### src/rtl/pc_redirect_ctrl.sv
// rtl/pc_redirect_ctrl.sv - fetch PC owner: branch/jump/jr redirect, stall hold, halt, flushes
// Priority: EX branch > stall > ID jump > ID jr > ID halt > PC+4.
module pc_redirect_ctrl #(
  parameter logic [31:0] RESET_PC = 32'h0000_0000,
  parameter int          CNT_W    = 16
) (
  input  logic             Clk,
  input  logic             Rst,
  input  logic             Stall,
  input  logic             BranchTaken_EX,
  input  logic [31:0]      BranchTarget_EX,
  input  logic             Jump_ID,
  input  logic [25:0]      Target26_ID,
  input  logic [31:0]      PC4_ID,
  input  logic             JumpReg_ID,
  input  logic [31:0]      RegTarget_ID,
  input  logic             Halt_ID,
  output logic [31:0]      PC,
  output logic             IF_Flush,
  output logic             ID_Flush,
  output logic             Halted,
  output logic             AlignErr,
  output logic [CNT_W-1:0] RedirectCnt
);

  typedef enum logic {
    RUN,
    HALTED
  } state_t;

  state_t           state_q, state_d;
  logic [31:0]      pc_q, pc_d;
  logic             align_q;
  logic [CNT_W-1:0] cnt_q;
  logic             redirect;
  logic             set_align;
  logic             if_flush, id_flush;

  always_comb begin
    state_d   = state_q;
    pc_d      = pc_q;
    redirect  = 1'b0;
    set_align = 1'b0;
    if_flush  = 1'b0;
    id_flush  = 1'b0;
    // Flushes are suppressed while Rst is high; the register update ignores this block then.
    if (state_q == RUN && !Rst) begin
      if (BranchTaken_EX) begin
        pc_d     = BranchTarget_EX;
        if_flush = 1'b1;
        id_flush = 1'b1;
        redirect = 1'b1;
      end else if (Stall) begin
        pc_d = pc_q;
      end else if (Jump_ID) begin
        pc_d     = {PC4_ID[31:28], Target26_ID, 2'b00};
        if_flush = 1'b1;
        redirect = 1'b1;
      end else if (JumpReg_ID) begin
        pc_d      = {RegTarget_ID[31:2], 2'b00};
        if_flush  = 1'b1;
        redirect  = 1'b1;
        set_align = (RegTarget_ID[1:0] != 2'b00);
      end else if (Halt_ID) begin
        pc_d     = pc_q;
        if_flush = 1'b1;
        state_d  = HALTED;
      end else begin
        pc_d = pc_q + 32'd4;
      end
    end
  end

  always_ff @(posedge Clk) begin
    if (Rst) begin
      state_q <= RUN;
      pc_q    <= RESET_PC;
      align_q <= 1'b0;
      cnt_q   <= '0;
    end else begin
      state_q <= state_d;
      pc_q    <= pc_d;
      if (set_align) align_q <= 1'b1;
      if (redirect && cnt_q != {CNT_W{1'b1}}) cnt_q <= cnt_q + 1'b1;
    end
  end

  assign PC          = pc_q;
  assign IF_Flush    = if_flush;
  assign ID_Flush    = id_flush;
  assign Halted      = (state_q == HALTED);
  assign AlignErr    = align_q;
  assign RedirectCnt = cnt_q;

endmodule

### config.mk
export PLATFORM = sky130hd
export DESIGN_NAME = pc_redirect_ctrl
export DESIGN_NICKNAME = d
export VERILOG_FILES = /design/src/rtl/pc_redirect_ctrl.sv
export SDC_FILE = /design/constraint.sdc
export NUM_CORES = 1
export LEC_CHECK = 0
export BUFFER_PORTS_ARGS = -buffer_cell sky130_fd_sc_hd__buf_2
export CORE_AREA = 2 2 95 97
export CTS_CLUSTER_SIZE = 24
export DETAILED_ROUTE_END_ITERATION = 12
export DIE_AREA = 0 0 97 99
export PLACE_DENSITY = 0.76
export RECOVER_POWER = 25
export REMOVE_ABC_BUFFERS = 1
export SYNTH_ARGS = -nofsm -noshare
export SYNTH_HDL_FRONTEND = slang
export SYNTH_SLANG_ARGS = --single-unit
export TNS_END_PERCENT = 100
### constraint.sdc
create_clock -name Clk -period 2.2 [get_ports Clk]
set_input_delay 0.33 -clock Clk [delete_from_list [all_inputs] [get_ports Clk]]
set_output_delay 0.33 -clock Clk [all_outputs]
set_load 0.005 [all_outputs]
Word level (Yosys, flattened, before mapping)
Cells that the tools add are included.

Word-level logic and storage cells: 43. Output and inout port bits: 52. Flip-flop bits (word level): 50. Input bits: 129.

Add/subtract/negate cells: 2. Mux-type cells: 23. Bitwise operators: 5. Reduce and logical (&&, ||, !) cells: 6. Eq/ne operators: 3.

Operator list (number): two-way mux 32 bit (5); adder 32 x 3 -> 32 bit, second input constant (1); two-way mux 1 bit (18); adder 16 x 1 -> 16 bit, second input constant (1); != test 16 bit, second input constant (1); AND reduction 6 bit (1); NOT 1 bit (5); != test 4 bit, second input constant (1); AND reduction 3 bit (1); logical AND 1 bit (2); != test 2 x 1 -> 1 bit, second input constant (1); nonzero test 2 bit (1); zero test 1 bit (1).

Depth between registers and ports, before layout
Gate-level depths: netlist of the first run.

Depth after elaboration: 6. Depth in mapped cells: 9.

Least setup slack after synthesis of the first run
No wires, ideal clock.

Kind: register to register. Start: reg pc_q[7], in the netlist PC[7]. End: reg pc_q[31], in the netlist PC[31]. Required time: 2.078 ns. Cell stages (with the launch flop): 7. Path buffers: 2. Slack: -0.042 ns. Library setup time: 0.122 ns. Arrival time: 2.120 ns. Path through: dfxtp_1 buf_2 nand4_2 or4_1 buf_2 or4_4 o311a_1.

Cells in the longest elaborated chain, start to end: 6.

RTL lines: start, declared (line 32) `logic [31:0] pc_q, pc_d;`; start signal, assigned (line 82) `pc_q <= pc_d;`; adder 32 x 3 -> 32 bit (line 69) `pc_d = pc_q + 32'd4;`; two-way mux 32 bit (line 64) `end else if (Halt_ID) begin`; two-way mux 32 bit (line 59) `end else if (JumpReg_ID) begin`; two-way mux 32 bit (line 55) `end else if (Jump_ID) begin`; two-way mux 32 bit (line 53) `end else if (Stall) begin`; two-way mux 32 bit (line 48) `if (BranchTaken_EX) begin`.

Every way passes these cells. The select of a mux whose other input is x is not followed. A chain may end at the register's enable or synchronous reset.

Final worst setup path of the first run
Start: reg pc_q[2], in the netlist PC[2]. End: reg pc_q[22], in the netlist PC[22].

The elaborated chain is that of the path after synthesis.

==> impl_metrics.yaml, run 1 <==
placed_design:
  gp_congestion: 1.01
  io_buffers: 152
  dp.final_hpwl_um: 9710
  dp_slack_ps: -56.2
grt:
  grt_overflow: 0
  antenna_found_initial: 0
  grt_use_met3_pct: 2.55
  grtUsageTotal_pct: 25.5
  grt_max_degree: 49
  grt_pass1_vias: 4161
  grt_util_met2_pct: 44.9
  grtUsageMet1_pct: 33.4
  grt_busiest_layer: "met2"
  grt_pass1_wl_um: 20300
sta:
  worst_slack_ps: 121
  finalCritPeriodShare_pct: 94.5
  setup_tns_ps: 0
  hold_violations: 0
  slew_violations: 0
  relSlewSlack_pct: 26.0
  period_minus_slack_ps: 2080
  setup_viol: 0
  rsz0062_at_grt: "false"
  worst_pin_slew_ps: 1100
  fmax_ghz: 0.481
  fin_skew_ps: 13.8
finish:
  area_growth_pct: 35.0
  drive_gt1_share_pct: 33.5
  final.fill_count: 837
  diodes: 0
  final_nets: 775
die:
  io_pins: 181
  rows: 34
  core_area_sq_mm: 0.00855
  start_util_pct: 41.0
  die_h_um: 99
  die_area_sq_mm: 0.00960
  die_x_um: 97
cts:
  cts_hold_buf: 0
  cts_sinks: 50
  clk_latency_ps: 310
  cts_htree_levels: 2
  cts-buffers-inserted: 5
  cts_buffer_depth: 2
  cts_tree: "built"
  cts-root-buf: "clkbuf_8"
  postCtsSetupBuffers: 0
  path_clk_slew_ps: 100
  cts-resized-gates: 0
yosys:
  yosys.cell_count.top_type: "dfxtp_1"
  synthesis.instances: 477
  syn_avg_cell_area_sq_um: 7.34
  synth_area_leaders: "dfxtp_1, nor2_1, xnor2_1"
  ys_seq_area_share_pct: 28.6
  ys_types: 58
  synth-edff-count: 0
  synth.top_cell.area_share_pct: 28.6
  synth.largest_area_cell: "dfxtp_1"
  yosys_warnings: 0
  synth_area_sq_mm: 0.00350
  synth_ff_type: "dfxtp_1"
  async_flop_share_pct: 0
  ys_top_cells_by_count: "dfxtp_1, nor2_1, nand2_1"
  synth-seq-cells: 50
drt:
  wire_per_inst_um: 16.8
  via_count: 4431
  drt.antenna.violating_nets: 0
  drt_pass1_iterations: 5
  drt_iter0_markers: 314
  finalWirelength_um: 12600
  vias_per_cell: 5.88
  drc_errors: 0
setup_path:
  cp-start-kind: "register"
  r2r-end: "PC[22]"
  worst_ep_arrival_time_ps: 2290
  endpoint_kind: "register"
  critical_path_class: "register to register"
  r2r_cells: 7
  worstPathRequired_ps: 2410
  cpLargestDelayFamily: "simple AND/OR/NAND/NOR gates"
  cp_cell_sequence: "buf_4, ha_1, nand4_1, or4_4, nor2_1, o22ai_1, a221o_1"
  cp_max_fo: 5
  path_buf_inv: 1
  max_stage_delay_ps: 610
  critPathSlowestCell: "or4_4"
  rrSetupSlack_ps: 120
  worst_r2r_startpoint: "PC[2]"
power_and_ir_drop:
  power_density_mw_per_mm2: 490
  p_total_mw: 2.31
  ir_worst_vdd_mv: 0.256
  p_leak_nw: 1.95
min_path:
  holdPathStages: 3
  min_from: "BranchTarget_EX[1]"
  hold_class: "input port to register"
  min_to: "PC[1]"
job:
  cap_violations: 0
run_status:
  status: "complete, no violations"
worst max path at each step:
stage	start	end	slack (ps)	depth (start not counted)
after CTS	PC[2]	PC[30]	2	7
after detailed placement	JumpReg_ID	PC[7]	-60	6
final	PC[2]	PC[22]	120	7
after floorplan	JumpReg_ID	PC[4]	-350	4
after global routing	PC[11]	PC[23]	9	5
after global placement	PC[6]	PC[31]	70	4
metal layers:
layer  share of wire, %  vias up  routed length (um)
li1                   -     2140                   -
met3                6.4       21                 808
met4                1.4        0                 182
met1                 44     2074                5530
met2                 48      196                6110
met5                  0        -                   0
cell families (layout without fill, tap and decap cells):
kind of cell | Yosys count | in the layout | share of synthesized area, %
and+or+nand+nor | 203 | 203 | 29.5
AOI/OAI and AO/OA | 150 | 150 | 29.4
DFF | 50 | 50 | 28.6
buffers and inverters | 46 | 214 | 5.18
xor gates and xnor gates | 23 | 23 | 5.75
muxes | 3 | 3 | 0.893
adders and majority gates | 2 | 2 | 0.714
registers in the layout (all words and copies together) (netlist names):
register     flops
PC              32
RedirectCnt     16
AlignErr         1
Halted           1
tightest hold or removal path, stage by stage:
cell,delay [ps]
buf_2,70
a22oi_1,60
nor2_1,80
through the flow:
stage	hold slack (ps)	cell area [sq um]	utilization, %	instances
floorplan	399	3350	-	440
global placement	456	4600	53.8	745
detailed placement	473	4600	53.8	745
CTS	277	4710	55.0	753
global route	297	4730	55.3	753
finish	275	4730	55.3	753
cell usage in the layout (no fill, tap or decap), types with 8 or more instances in the layout:
cell type / instances
o21ai_0: 36
nand4_1: 11
o221ai_1: 9
dfxtp_1: 50
buf_2: 146
a211oi_1: 9
a21oi_1: 27
nor2_1: 49
nor4_1: 13
xnor2_1: 21
clkbuf_1: 8
inv_1: 9
nand2_1: 41
o22ai_1: 8
buf_4: 44
a221oi_1: 9
nand3_1: 18
nor3_1: 24
power by group:
part           switching [mW]  internal, mW
registers              0.0709         0.965
clock network           0.324         0.341
logic                   0.319         0.294
area by class of cell:
class                   count  area (sq um)  share of cell area (%)
multi-input cells         381          2350                    49.7
inverters                   9          33.8                   0.715
repair buffers            197          1100                    23.3
clock inverters             1          30.0                   0.635
clock buffers               7          76.3                    1.61
flip-flops and latches     50          1000                    21.2
well taps                 108           135                    2.86
Note: power is estimated with default switching activity, not from simulation.
==> run 2: changes to the inputs <==
--- a/config.mk
+++ b/config.mk
@@ -6,11 +6,11 @@
 export NUM_CORES = 1
 export LEC_CHECK = 0
 export BUFFER_PORTS_ARGS = -buffer_cell sky130_fd_sc_hd__buf_2
-export CORE_AREA = 2 2 95 97
+export CORE_AREA = 2 2 87 89
 export CTS_CLUSTER_SIZE = 24
 export DETAILED_ROUTE_END_ITERATION = 12
-export DIE_AREA = 0 0 97 99
-export PLACE_DENSITY = 0.76
+export DIE_AREA = 0 0 89 91
+export PLACE_DENSITY = 0.86
 export RECOVER_POWER = 25
 export REMOVE_ABC_BUFFERS = 1
 export SYNTH_ARGS = -nofsm -noshare
==> constraint.sdc (replaced) <==
create_clock -name Clk -period 2.5 [get_ports Clk]
set_input_delay 0.375 -clock Clk [delete_from_list [all_inputs] [get_ports Clk]]
set_output_delay 0.375 -clock Clk [all_outputs]
set_load 0.005 [all_outputs]
==> run 2 against run 1 <==
Fmax is 8.7% lower. Die area is 16% lower. Flip-flop and latch count stayed put. Sequential share of layout area is 0.60 points higher. Cell count is 3.3% lower. Non-clock buffer count is 16 lower. Register-to-register slack better by 100 ps. Critical endpoint is now PC[31].
==> impl_metrics.yaml, run 2 (synthesis results as in run 1) <==
sta:
  worst_pin_slew_ps: 1050
  fmax_ghz: 0.439
  slew_violations: 0
  hold_violations: 0
  finalCritPeriodShare_pct: 91.1
  setup_viol: 0
  worst_slack_ps: 223
  fin_skew_ps: 11.4
  relSlewSlack_pct: 29.6
  setup_tns_ps: 0
  period_minus_slack_ps: 2280
  rsz0062_at_grt: "false"
finish:
  utilization_pct: 64.4
  largest_reg_flops: 32
  mostFrequentLayoutCells: "buf_2, dfxtp_1, nor2_1, nand2_1, o21ai_0"
  final_common_cell: "buf_2"
  design_area_sq_mm: 0.00460
  final_nets: 759
  diodes: 0
  drive_gt1_share_pct: 31.0
  area_growth_pct: 31.3
  final.fill_count: 667
min_path:
  hold_class: "input port to register"
  min_from: "BranchTarget_EX[1]"
setup_path:
  rrSetupSlack_ps: 220
  startpoint: "PC[9]"
  critical_path_class: "register to register"
  worst_r2r_startpoint: "PC[9]"
  endpoint_kind: "register"
  cp_max_fo: 8
  worst_ep_arrival_time_ps: 2550
  cp-start-kind: "register"
  worstPathRequired_ps: 2780
cts:
  postCtsSetupBuffers: 0
  cts-root-buf: "clkbuf_8"
  clk_latency_ps: 320
  cts_sinks: 50
  cts_htree_levels: 2
  cts-buffers-inserted: 5
  cts_buffer_depth: 2
  cts_tree: "built"
  path_clk_slew_ps: 110
drt:
  drc_errors: 0
  drt_iter0_markers: 413
  finalWirelength_um: 12600
  drt_pass1_iterations: 5
  via_count: 4518
  vias_per_cell: 6.21
  drt.antenna.violating_nets: 0
  wire_per_inst_um: 17.4
die:
  die_area_sq_mm: 0.00810
  io_pins: 181
  die_h_um: 91
  rows: 31
  start_util_pct: 49.1
  core_area_sq_mm: 0.00714
  die_x_um: 89
power_and_ir_drop:
  switching_share_pct: 30.4
  internal_power_mw: 1.49
  p_total_mw: 2.15
  p_sw_mw: 0.651
  p_clk_share_pct: 33.0
  combPwrFrac_pct: 24.3
  p_leak_nw: 1.88
  ir_worst_vdd_mv: 0.228
  power_density_mw_per_mm2: 467
  seqPwrFrac_pct: 42.7
grt:
  grt_max_degree: 49
  grt_pass1_vias: 4160
  grtUsageTotal_pct: 30.6
  antenna_found_initial: 0
  grt_pass1_wl_um: 19700
  grt_overflow: 0
placed_design:
  place_area_sq_mm: 0.00447
  dp_slack_ps: 148
  dp.final_hpwl_um: 9430
  gp_congestion: 0.948
  io_buffers: 152
run_status:
  status: "complete, no violations"
job:
  cap_violations: 0
run 2: changes by cell type in the layout (fill, tap and decap cells not counted), sizes merged:
cell    delta
buf       -18
bufinv     +1
clkinv     +1
run 2: area by class of cell:
type	instances	area [sq um]	share of cell area (%)
inverters	9	33.8	0.735
well taps	99	124	2.69
clock buffers	5	68.8	1.50
clock inverters	3	68.8	1.50
flip-flops and latches	50	1000	21.8
repair buffers	181	977	21.3
multi-input cells	381	2320	50.5
run 2: per-stage QoR:
stage	hold WS, ps	std cells
after floorplan	444	440
after global placement	451	720
after detailed placement	480	720
after CTS	305	728
after global routing	311	728
final	302	728
run 2: final timing paths:
path	end	cells past startpoint
hold reg to reg	AlignErr	2
setup / recovery	PC[31]	5
setup reg to reg	PC[31]	5
hold / removal	PC[1]	3
run 2: timing repair:
item                                   CTS  global route
resized for setup                        0             1
setup endpoints to repair                0             1
endpoints found under the hold margin    0             0
hold buffers                             0             0
run 2: routing by layer:
layer / vias up / global-route usage (%) / wire, um
met5: - / 0 / 0
li1: 2109 / - / -
met3: 54 / 5.00 / 1190
met4: 0 / 15.9 / 579
met2: 279 / 48.4 / 5930
met1: 2076 / 39.4 / 4940
run 2: power groups by stage:
stage	registers (mW)	logic (mW)	clock network (mW)
floorplan	0.935	0.218	0
global placement	0.929	0.497	0
detailed placement	0.933	0.512	0
CTS	0.914	0.516	0.708
global route	0.926	0.567	0.745
finish	0.917	0.521	0.708
run 2: worst max-delay path: stages (launching register included):
cell and delay (ps):
dfxtp_1 430, nand4_2 200, or4_4 580, or4_4 590, o31ai_2 240, o311a_1 190
==> run 3: changes to the inputs <==
--- a/config.mk
+++ b/config.mk
@@ -10,7 +10,7 @@
 export CTS_CLUSTER_SIZE = 24
 export DETAILED_ROUTE_END_ITERATION = 12
 export DIE_AREA = 0 0 89 91
-export PLACE_DENSITY = 0.86
+export PLACE_DENSITY = 0.87
 export RECOVER_POWER = 25
 export REMOVE_ABC_BUFFERS = 1
 export SYNTH_ARGS = -nofsm -noshare
==> run 3 against run 2 <==
Non-clock buffer count is 2 lower. Critical path type unchanged. Clock skew is 6.1 ps lower. Register-to-register slack worse by 70 ps. Critical endpoint unchanged. Clock power is 16% lower. Sequential power hardly changed. Sequential share of layout area is 0.22 points higher. Largest power group unchanged.
==> impl_metrics.yaml, run 3 (synthesis results as in run 1) <==
job:
  cap_violations: 0
finish:
  final_common_cell: "buf_2"
  largest_reg_flops: 32
  mostFrequentLayoutCells: "buf_2, dfxtp_1, nor2_1, nand2_1, o21ai_0"
  area_growth_pct: 29.9
  final.fill_count: 676
  diodes: 0
  final_nets: 757
  drive_gt1_share_pct: 30.8
  design_area_sq_mm: 0.00455
cts:
  cts_hold_buf: 0
  cts_htree_levels: 2
  cts-resized-gates: 0
  cts_buffer_depth: 2
  clk_latency_ps: 310
  path_clk_slew_ps: 100
  cts-buffers-inserted: 5
  postCtsSetupBuffers: 0
  cts_sinks: 50
  cts_tree: "built"
  cts-root-buf: "clkbuf_8"
sta:
  worst_slack_ps: 149
  fmax_ghz: 0.425
  period_minus_slack_ps: 2350
  finalCritPeriodShare_pct: 94.0
  worst_pin_slew_ps: 1110
  fin_skew_ps: 5.29
  hold_violations: 0
  setup_viol: 0
  relSlewSlack_pct: 25.2
  rsz0062_at_grt: "false"
  slew_violations: 0
placed_design:
  gp_congestion: 0.941
  place_area_sq_mm: 0.00445
  io_buffers: 152
  dp_slack_ps: 177
  dp.final_hpwl_um: 9260
drt:
  drt.antenna.violating_nets: 0
  wire_per_inst_um: 16.7
  drt_iter0_markers: 321
  finalWirelength_um: 12100
  via_count: 4436
  vias_per_cell: 6.11
  drt_pass1_iterations: 4
  drc_errors: 0
power_and_ir_drop:
  ir_worst_vdd_mv: 0.257
  p_leak_nw: 1.86
  power_density_mw_per_mm2: 445
  p_total_mw: 2.03
grt:
  grtUsageTotal_pct: 28.8
  grt_overflow: 0
  grt_pass1_vias: 3873
  grt_max_degree: 49
  antenna_found_initial: 0
  grt_pass1_wl_um: 18700
die:
  die_x_um: 89
  io_pins: 181
  core_area_sq_mm: 0.00714
  die_h_um: 91
  start_util_pct: 49.1
  die_area_sq_mm: 0.00810
  rows: 31
run_status:
  status: "complete, no violations"
setup_path:
  endpoint_kind: "register"
  startpoint: "PC[3]"
  worst_ep_arrival_time_ps: 2620
  worst_r2r_startpoint: "PC[3]"
  worstPathRequired_ps: 2760
  cp-start-kind: "register"
  critical_path_class: "register to register"
  cp_max_fo: 8
min_path:
  hold_class: "input port to register"
  min_from: "BranchTarget_EX[1]"
## run 3: layer usage
layer	track usage (%)	up-vias	wire, um
met5	0	-	0
met4	11.3	0	361
met3	3.27	30	904
met2	44.8	238	5730
met1	40.3	2061	5090
li1	-	2107	-
## run 3: area by class of cell
type / instances / area (sq um) / share of cell area, %
clock buffers: 5 / 68.8 / 1.51
clock inverters: 3 / 45.0 / 0.990
multi-input cells: 381 / 2320 / 51.0
flip-flops and latches: 50 / 1000 / 22.0
repair buffers: 179 / 958 / 21.1
well taps: 99 / 124 / 2.72
inverters: 9 / 33.8 / 0.742
## run 3: path summary, 6_finish.rpt
kind | end | slack (ps) | cells after the start
max | PC[31] | 150 | 5
min reg2reg | AlignErr | 490 | 2
min | PC[1] | 310 | 3
max reg2reg | PC[31] | 150 | 5
## run 3: where the power goes
part           total (mW)  switching, mW  internal, mW  leakage [nW]
Sequential          0.917         0.0675         0.849         0.410
Combinational       0.512          0.271         0.241          1.39
Clock               0.596          0.298         0.298        0.0504
Total                2.03          0.637          1.39          1.86
## run 3: stage by stage
step	hold slack, ps	setup TNS (ps)	utilization (%)	cells
global placement	459	0	62.4	718
finish	313	0	63.8	726
global route	331	0	63.8	726
detailed placement	465	0	62.4	718
floorplan	444	-322	-	440
CTS	320	0	64.0	726
## run 3: critical path: stages (launching register included)
cell and delay (ps):
dfxtp_1 410, nand3_1 160, or4_1 690, or4_4 610
o31ai_2 240, o311a_1 190
